<file path="src/rtl/avalon_mem_arbiter.sv">
//------------------------------------------------------------------------------
// Module      : avalon_mem_arbiter
// Description : Two-requester Avalon-MM arbiter. It shares one slave between an
//               instruction-fetch port (read only) and a data port (read/write).
//               Arbitration takes one IDLE cycle, and each grant lasts until the
//               transfer completes or the owner withdraws its request.
//               Optional build macro ARB_ROUND_ROBIN_EN selects round-robin
//               arbitration. Without the macro, the data port has fixed
//               priority.
// Revision    : 1.0 - initial release
//------------------------------------------------------------------------------
`default_nettype none

module avalon_mem_arbiter #(
   parameter int ADDR_W = 32
) (
   input  logic              clk,
   input  logic              reset,
   // instruction-fetch requester
   input  logic [ADDR_W-1:0] i_address,
   input  logic              i_read,
   output logic [31:0]       i_readdata,
   output logic              i_waitrequest,
   // data requester
   input  logic [ADDR_W-1:0] d_address,
   input  logic              d_read,
   input  logic              d_write,
   input  logic [31:0]       d_writedata,
   input  logic [3:0]        d_byteenable,
   output logic [31:0]       d_readdata,
   output logic              d_waitrequest,
   // shared slave
   output logic [ADDR_W-1:0] m_address,
   output logic              m_read,
   output logic              m_write,
   output logic [31:0]       m_writedata,
   output logic [3:0]        m_byteenable,
   input  logic [31:0]       m_readdata,
   input  logic              m_waitrequest,
   // grant status
   output logic [1:0]        owner
);

   // State encoding doubles as the owner code.
   localparam logic [1:0] IDLE  = 2'b00;
   localparam logic [1:0] BUS_I = 2'b01;
   localparam logic [1:0] BUS_D = 2'b10;

   localparam logic [3:0] ALL_LANES = 4'b1111;

   logic [1:0] state_q;
   logic [1:0] state_d;

   logic       i_req;
   logic       d_req;
   logic       grant_i;
   logic       grant_d;
   logic       i_done;
   logic       d_done;

   assign i_req  = i_read;
   assign d_req  = d_read | d_write;

   // A transfer completes only when the owner still requests and the slave
   // stops stalling. A withdrawn request is an abort and does not count.
   assign i_done = (state_q == BUS_I) & i_req & ~m_waitrequest;
   assign d_done = (state_q == BUS_D) & d_req & ~m_waitrequest;

`ifdef ARB_ROUND_ROBIN_EN
   // Set when the instruction port was served last. Reset chooses
   // "instruction", so the first contested grant goes to data.
   logic last_i_q;
   logic last_i_d;

   // Update the last-served flag only when a transfer completes.
   always_comb begin
      last_i_d = last_i_q;
      if (i_done) begin
         last_i_d = 1'b1;
      end else if (d_done) begin
         last_i_d = 1'b0;
      end
   end

   // Last-served register.
   always_ff @(posedge clk or posedge reset) begin
      if (reset) begin
         last_i_q <= 1'b1;
      end else begin
         last_i_q <= last_i_d;
      end
   end

   // On a contested request, grant the port that was not served last.
   assign grant_d = d_req & (~i_req | last_i_q);
   assign grant_i = i_req & ~grant_d;
`else
   // Fixed priority: the data port wins a contested request.
   assign grant_d = d_req;
   assign grant_i = i_req & ~d_req;

   // Completion flags matter only to the round-robin history.
   logic unused_done;
   assign unused_done = i_done ^ d_done;
`endif

   // State register; reset returns to IDLE immediately.
   always_ff @(posedge clk or posedge reset) begin
      if (reset) begin
         state_q <= IDLE;
      end else begin
         state_q <= state_d;
      end
   end

   // Next state: arbitrate in IDLE; hold a grant only while the owner
   // requests and the slave stalls.
   always_comb begin
      state_d = state_q;
      case (state_q)
         IDLE: begin
            if (grant_d) begin
               state_d = BUS_D;
            end else if (grant_i) begin
               state_d = BUS_I;
            end
         end
         BUS_I: begin
            if (!(i_req && m_waitrequest)) begin
               state_d = IDLE;
            end
         end
         BUS_D: begin
            if (!(d_req && m_waitrequest)) begin
               state_d = IDLE;
            end
         end
         default: state_d = IDLE;
      endcase
   end

   // Outputs: connect the owner straight through to the slave and stall
   // everyone else.
   always_comb begin
      owner         = state_q;
      m_address     = '0;
      m_read        = 1'b0;
      m_write       = 1'b0;
      m_writedata   = '0;
      m_byteenable  = '0;
      i_waitrequest = 1'b1;
      d_waitrequest = 1'b1;
      i_readdata    = '0;
      d_readdata    = '0;
      case (state_q)
         BUS_I: begin
            m_address     = i_address;
            m_read        = i_read;
            m_byteenable  = ALL_LANES;
            i_waitrequest = m_waitrequest;
            i_readdata    = m_readdata;
         end
         BUS_D: begin
            m_address     = d_address;
            // A write takes precedence if the data port asserts both strobes.
            m_read        = d_read & ~d_write;
            m_write       = d_write;
            m_writedata   = d_writedata;
            m_byteenable  = d_byteenable;
            d_waitrequest = m_waitrequest;
            d_readdata    = m_readdata;
         end
         default: begin
            owner = IDLE;
         end
      endcase
   end

endmodule

`default_nettype wire

</file>
<file path="config.mk">
export PLATFORM = sky130hd
export DESIGN_NAME = avalon_mem_arbiter
export DESIGN_NICKNAME = d
export VERILOG_FILES = /design/src/rtl/avalon_mem_arbiter.sv
export SDC_FILE = /design/constraint.sdc
export NUM_CORES = 1
export LEC_CHECK = 0
export CAP_MARGIN = 40
export CORE_AREA = 3 3 107 109
export DETAILED_ROUTE_END_ITERATION = 6
export DIE_AREA = 0 0 110 112
export GPL_ROUTABILITY_DRIVEN = 0
export REMOVE_ABC_BUFFERS = 1
export SLEW_MARGIN = 5
export SYNTH_ARGS = -nofsm -noshare
export SYNTH_HDL_FRONTEND = slang
export SYNTH_SLANG_ARGS = --single-unit
</file>
<file path="constraint.sdc">
create_clock -name clk -period 4.55 [get_ports clk]
set_input_delay 0.91 -clock clk [delete_from_list [all_inputs] [get_ports clk]]
set_output_delay 0.91 -clock clk [all_outputs]
set_load 0.03 [all_outputs]
</file>
==> results by group <==
GRT
  – All-layer global routing usage: 14.2%
  – Global-route wire length before repair: 13800 um
  – Number of global-route vias before repair: 2358
  – Initial antenna violation count: 0
  – Maximum number of pins on one net before global-route repair: 73
  – Total congestion overflow after global routing: 0

Die
  – Effective utilization at floorplan: 13.6%
  – Die height: 112 um
  – Row count: 38
  – Area of the core region: 10700 sq um
  – Total Die Area: 12300 sq um
  – Top-level port count: 276
  – Horizontal extent of the die: 110 um

Cells and area
  – Fraction of layout instances using a drive strength above 1: 2.07%
  – Antenna Diode Count: 0
  – Number of nets in the layout: 627
  – Flip-flop count of the largest register, all copies and words added: 2
  – Final cell count without fillers: 622
  – Register with the highest flop count: state_q
  – Synthesis-to-layout area growth: 200%
  – Largest registers in the final layout: state_q (2)
  – Area of all placed cells without fillers: 4360 sq um

Timing
  – Final hold vios: 0
  – Final setup margin: 0.941 ns
  – Final setup violation count: 0
  – Least-Margin Pin Slew: 0.718 ns
  – Layout Skew: 0.000159 ns
  – Crit share post-route: 79.3%
  – Final critical delay including setup and external delays: 3.61 ns
  – Max Clk Rate: 277 MHz
  – Unrepaired setup endpoints after global routing: false
  – Number of slew-limit violations in the final report: 0
  – Worst slew margin relative to its limit: 52.1%
  – Setup TNS: 0 ns

Yosys
  – Warnings from Yosys: 0
  – Post-synth design cell area: 1450 sq um
  – Post-synthesis cell type with the largest combined area: sky130_fd_sc_hd__and2_1
  – Yosys reg bits: 2
  – Number of instances in the synthesized netlist: 222
  – Fraction of post-synthesis cell area in the top cell type by area: 42.2%
  – Top cells by area, synth: sky130_fd_sc_hd__and2_1 (42%), sky130_fd_sc_hd__a22oi_1 (17%), sky130_fd_sc_hd__nor2b_1 (16%)
  – Share of synthesized area occupied by flip-flops and latches: 3.45%
  – Number of different library cells in the post-synthesis netlist: 24
  – Average cell area after synthesis: 6.54 sq um

Clock network
  – Resized cells post-CTS: 0
  – Deepest clock path buffer count: 2
  – Clock latency of the later-clocked register in the worst-skew pair: 0.21 ns
  – Reg clk slew, reported paths: 0.03 ns
  – Sink count of the clock tree: 2
  – Number of CTS-inserted buffers: 3
  – Total setup buffers inserted after CTS: 0
  – Hold buffer count at cts: 0
  – Clock tree from TritonCTS: built
  – Deepest level of the CTS H-tree: 1
  – CTS Root Cell: sky130_fd_sc_hd__clkbuf_8

Critical path
  – Crit path max fanout: 37
  – Crit path DAT: 2.70 ns
  – CP Class: flop to primary output
  – Critical Path Source Type: flop
  – Type of destination of the critical path: primary output
  – Required @ worst endpoint: 3.64 ns

Detailed routing
  – Number of DRC markers in iteration 0: 116
  – Wire length reported by the detailed router: 9640 um
  – Total length of routed met2 wires: 5240 um
  – Detailed-route wire length per cell: 15.5 um
  – Number of vias per cell after detailed routing: 3.93
  – Residual DRC count: 0
  – Detailed-routed wire length on met3: 748 um
  – Iteration count of the initial detailed-routing pass: 4
  – Remaining antenna violation count after routing: 0
  – Met1 layer wirelength in the final routing: 3630 um
  – Vias: 2442
  – Top metal layer carrying routed signals: met4

Placement
  – Final HPWL from detailed placement: 8050 um
  – Pre-CTS setup slack: 1.14 ns
  – DP Area: 4320 sq um
  – Number of port buffers: 275
  – # placed instances: 619

Power and ir drop
  – Flop pwr share: 1.6%
  – Standby leakage power: 0.00156 uW
  – Internal power: 871 uW
  – Net switching power: 1010 uW
  – Combinational cell fraction of total power: 94.6%
  – Total power divided by cell area: 431 nW/um^2
  – Worst ir drop on vdd: 0.224 mV
  – Clock network fraction of design power: 3.8%
  – Switching Fraction: 53.6%

Status
  – Run status: complete, no violations

Min path
  – Hold crit path type: flop to flop

Job
  – Max cap viols: 0
[power by group through the flow]
| stage | logic, uW | registers [uW] | clock network, uW |
|---|---|---|---|
| after floorplan | 986 | 27.4 | 0 |
| after global placement | 1760 | 28.0 | 0 |
| after detailed placement | 1800 | 29.2 | 0 |
| after CTS | 1800 | 29.2 | 74.3 |
| after global routing | 1880 | 30.3 | 73.4 |
| final | 1780 | 29.4 | 71.7 |
[kinds of logic (layout without fill, tap and decap cells)]
family | count (synthesis) | after routing | share of synthesized area [%]
fa+ha+maj | 5 | 5 | 4.31
buf+inv | 26 | 286 | 9.13
flops | 2 | 2 | 3.45
simple gates | 145 | 145 | 61.7
compound gates | 44 | 44 | 21.4
[layout by cell type (no fill, tap or decap), drive strengths merged]
master,count
inv,3
o211ai,1
a22oi,32
clkdlybuf4s50,275
and2,98
buf,5
nand2,4
a31oi,1
o21ai,3
and3,1
clkbuf,3
o22ai,1
a21oi,4
a41oi,1
nor2b,36
a21boi,1
ha,5
nand3,1
nand2b,4
dfrtp,2
nor2,1
[per-layer routing]
layer	global-route usage (%)	up-vias
li1	-	1247
met1	16.8	1092
met2	27.1	101
met3	2.09	2
met4	1.25	0
met5	0	-
[path summary, 6_finish.rpt]
path                       cells past startpoint                      to  slack [ns]              startpoint
setup / recovery                               6            m_address[5]        0.94  state_q[1]$_DFFE_PP0P_
hold / removal                                 2  state_q[0]$_DFFE_PP0P_        0.65  state_q[0]$_DFFE_PP0P_
setup reg to reg                               5  state_q[1]$_DFFE_PP0P_        2.72  state_q[1]$_DFFE_PP0P_
hold reg to reg                                2  state_q[0]$_DFFE_PP0P_        0.65  state_q[0]$_DFFE_PP0P_
max in group asynchronous                      2  state_q[1]$_DFFE_PP0P_        3.59                   reset
min in group asynchronous                      2  state_q[0]$_DFFE_PP0P_        0.85                   reset
[metrics by stage]
stage / util [%] / power [uW] / hold WS (ns)
6_report: 40.8 / 1880 / 0.654
4_1_cts: 40.8 / 1900 / 0.649
2_1_floorplan: - / 1010 / 0.574
3_5_place_dp: 40.4 / 1820 / 0.641
5_1_grt: 40.8 / 1980 / 0.691
3_3_place_gp: 40.1 / 1790 / 0.618
[cells in the mapped netlist]
master / instances
sky130_fd_sc_hd__clkbuf_2: 2
sky130_fd_sc_hd__buf_6: 2
sky130_fd_sc_hd__nor2b_1: 36
sky130_fd_sc_hd__nand2_1: 3
sky130_fd_sc_hd__nand3_1: 1
sky130_fd_sc_hd__o22ai_1: 1
sky130_fd_sc_hd__nand2_2: 1
sky130_fd_sc_hd__buf_4: 2
sky130_fd_sc_hd__nand2b_1: 4
sky130_fd_sc_hd__a21boi_0: 1
sky130_fd_sc_hd__and2_1: 98
sky130_fd_sc_hd__nor2_1: 1
sky130_fd_sc_hd__ha_1: 5
sky130_fd_sc_hd__buf_2: 8
sky130_fd_sc_hd__and3_1: 1
sky130_fd_sc_hd__o21ai_0: 3
sky130_fd_sc_hd__a22oi_1: 32
sky130_fd_sc_hd__a21oi_1: 4
sky130_fd_sc_hd__clkbuf_1: 9
sky130_fd_sc_hd__dfrtp_1: 2
sky130_fd_sc_hd__inv_1: 3
sky130_fd_sc_hd__o211ai_1: 1
sky130_fd_sc_hd__a41oi_1: 1
sky130_fd_sc_hd__a31oi_1: 1
[layout make-up]
type,count,area [sq um]
sequential,2,50.0
fill,1103,6340
timing repair buffer,280,2810
inverter,3,11.3
tap,140,175
clock buffer,3,41.3
multi-input combinational,194,1270
[critical path, stage by stage, from the launching register on]
cell and delay, ns:
sky130_fd_sc_hd__dfrtp_1 0.41, sky130_fd_sc_hd__inv_1 0.13, sky130_fd_sc_hd__ha_2 0.67, sky130_fd_sc_hd__buf_4 0.34, sky130_fd_sc_hd__a22oi_1 0.09, sky130_fd_sc_hd__nor2b_1 0.13, sky130_fd_sc_hd__clkdlybuf4s50_1 0.70
(Power assumes the default switching activity.)
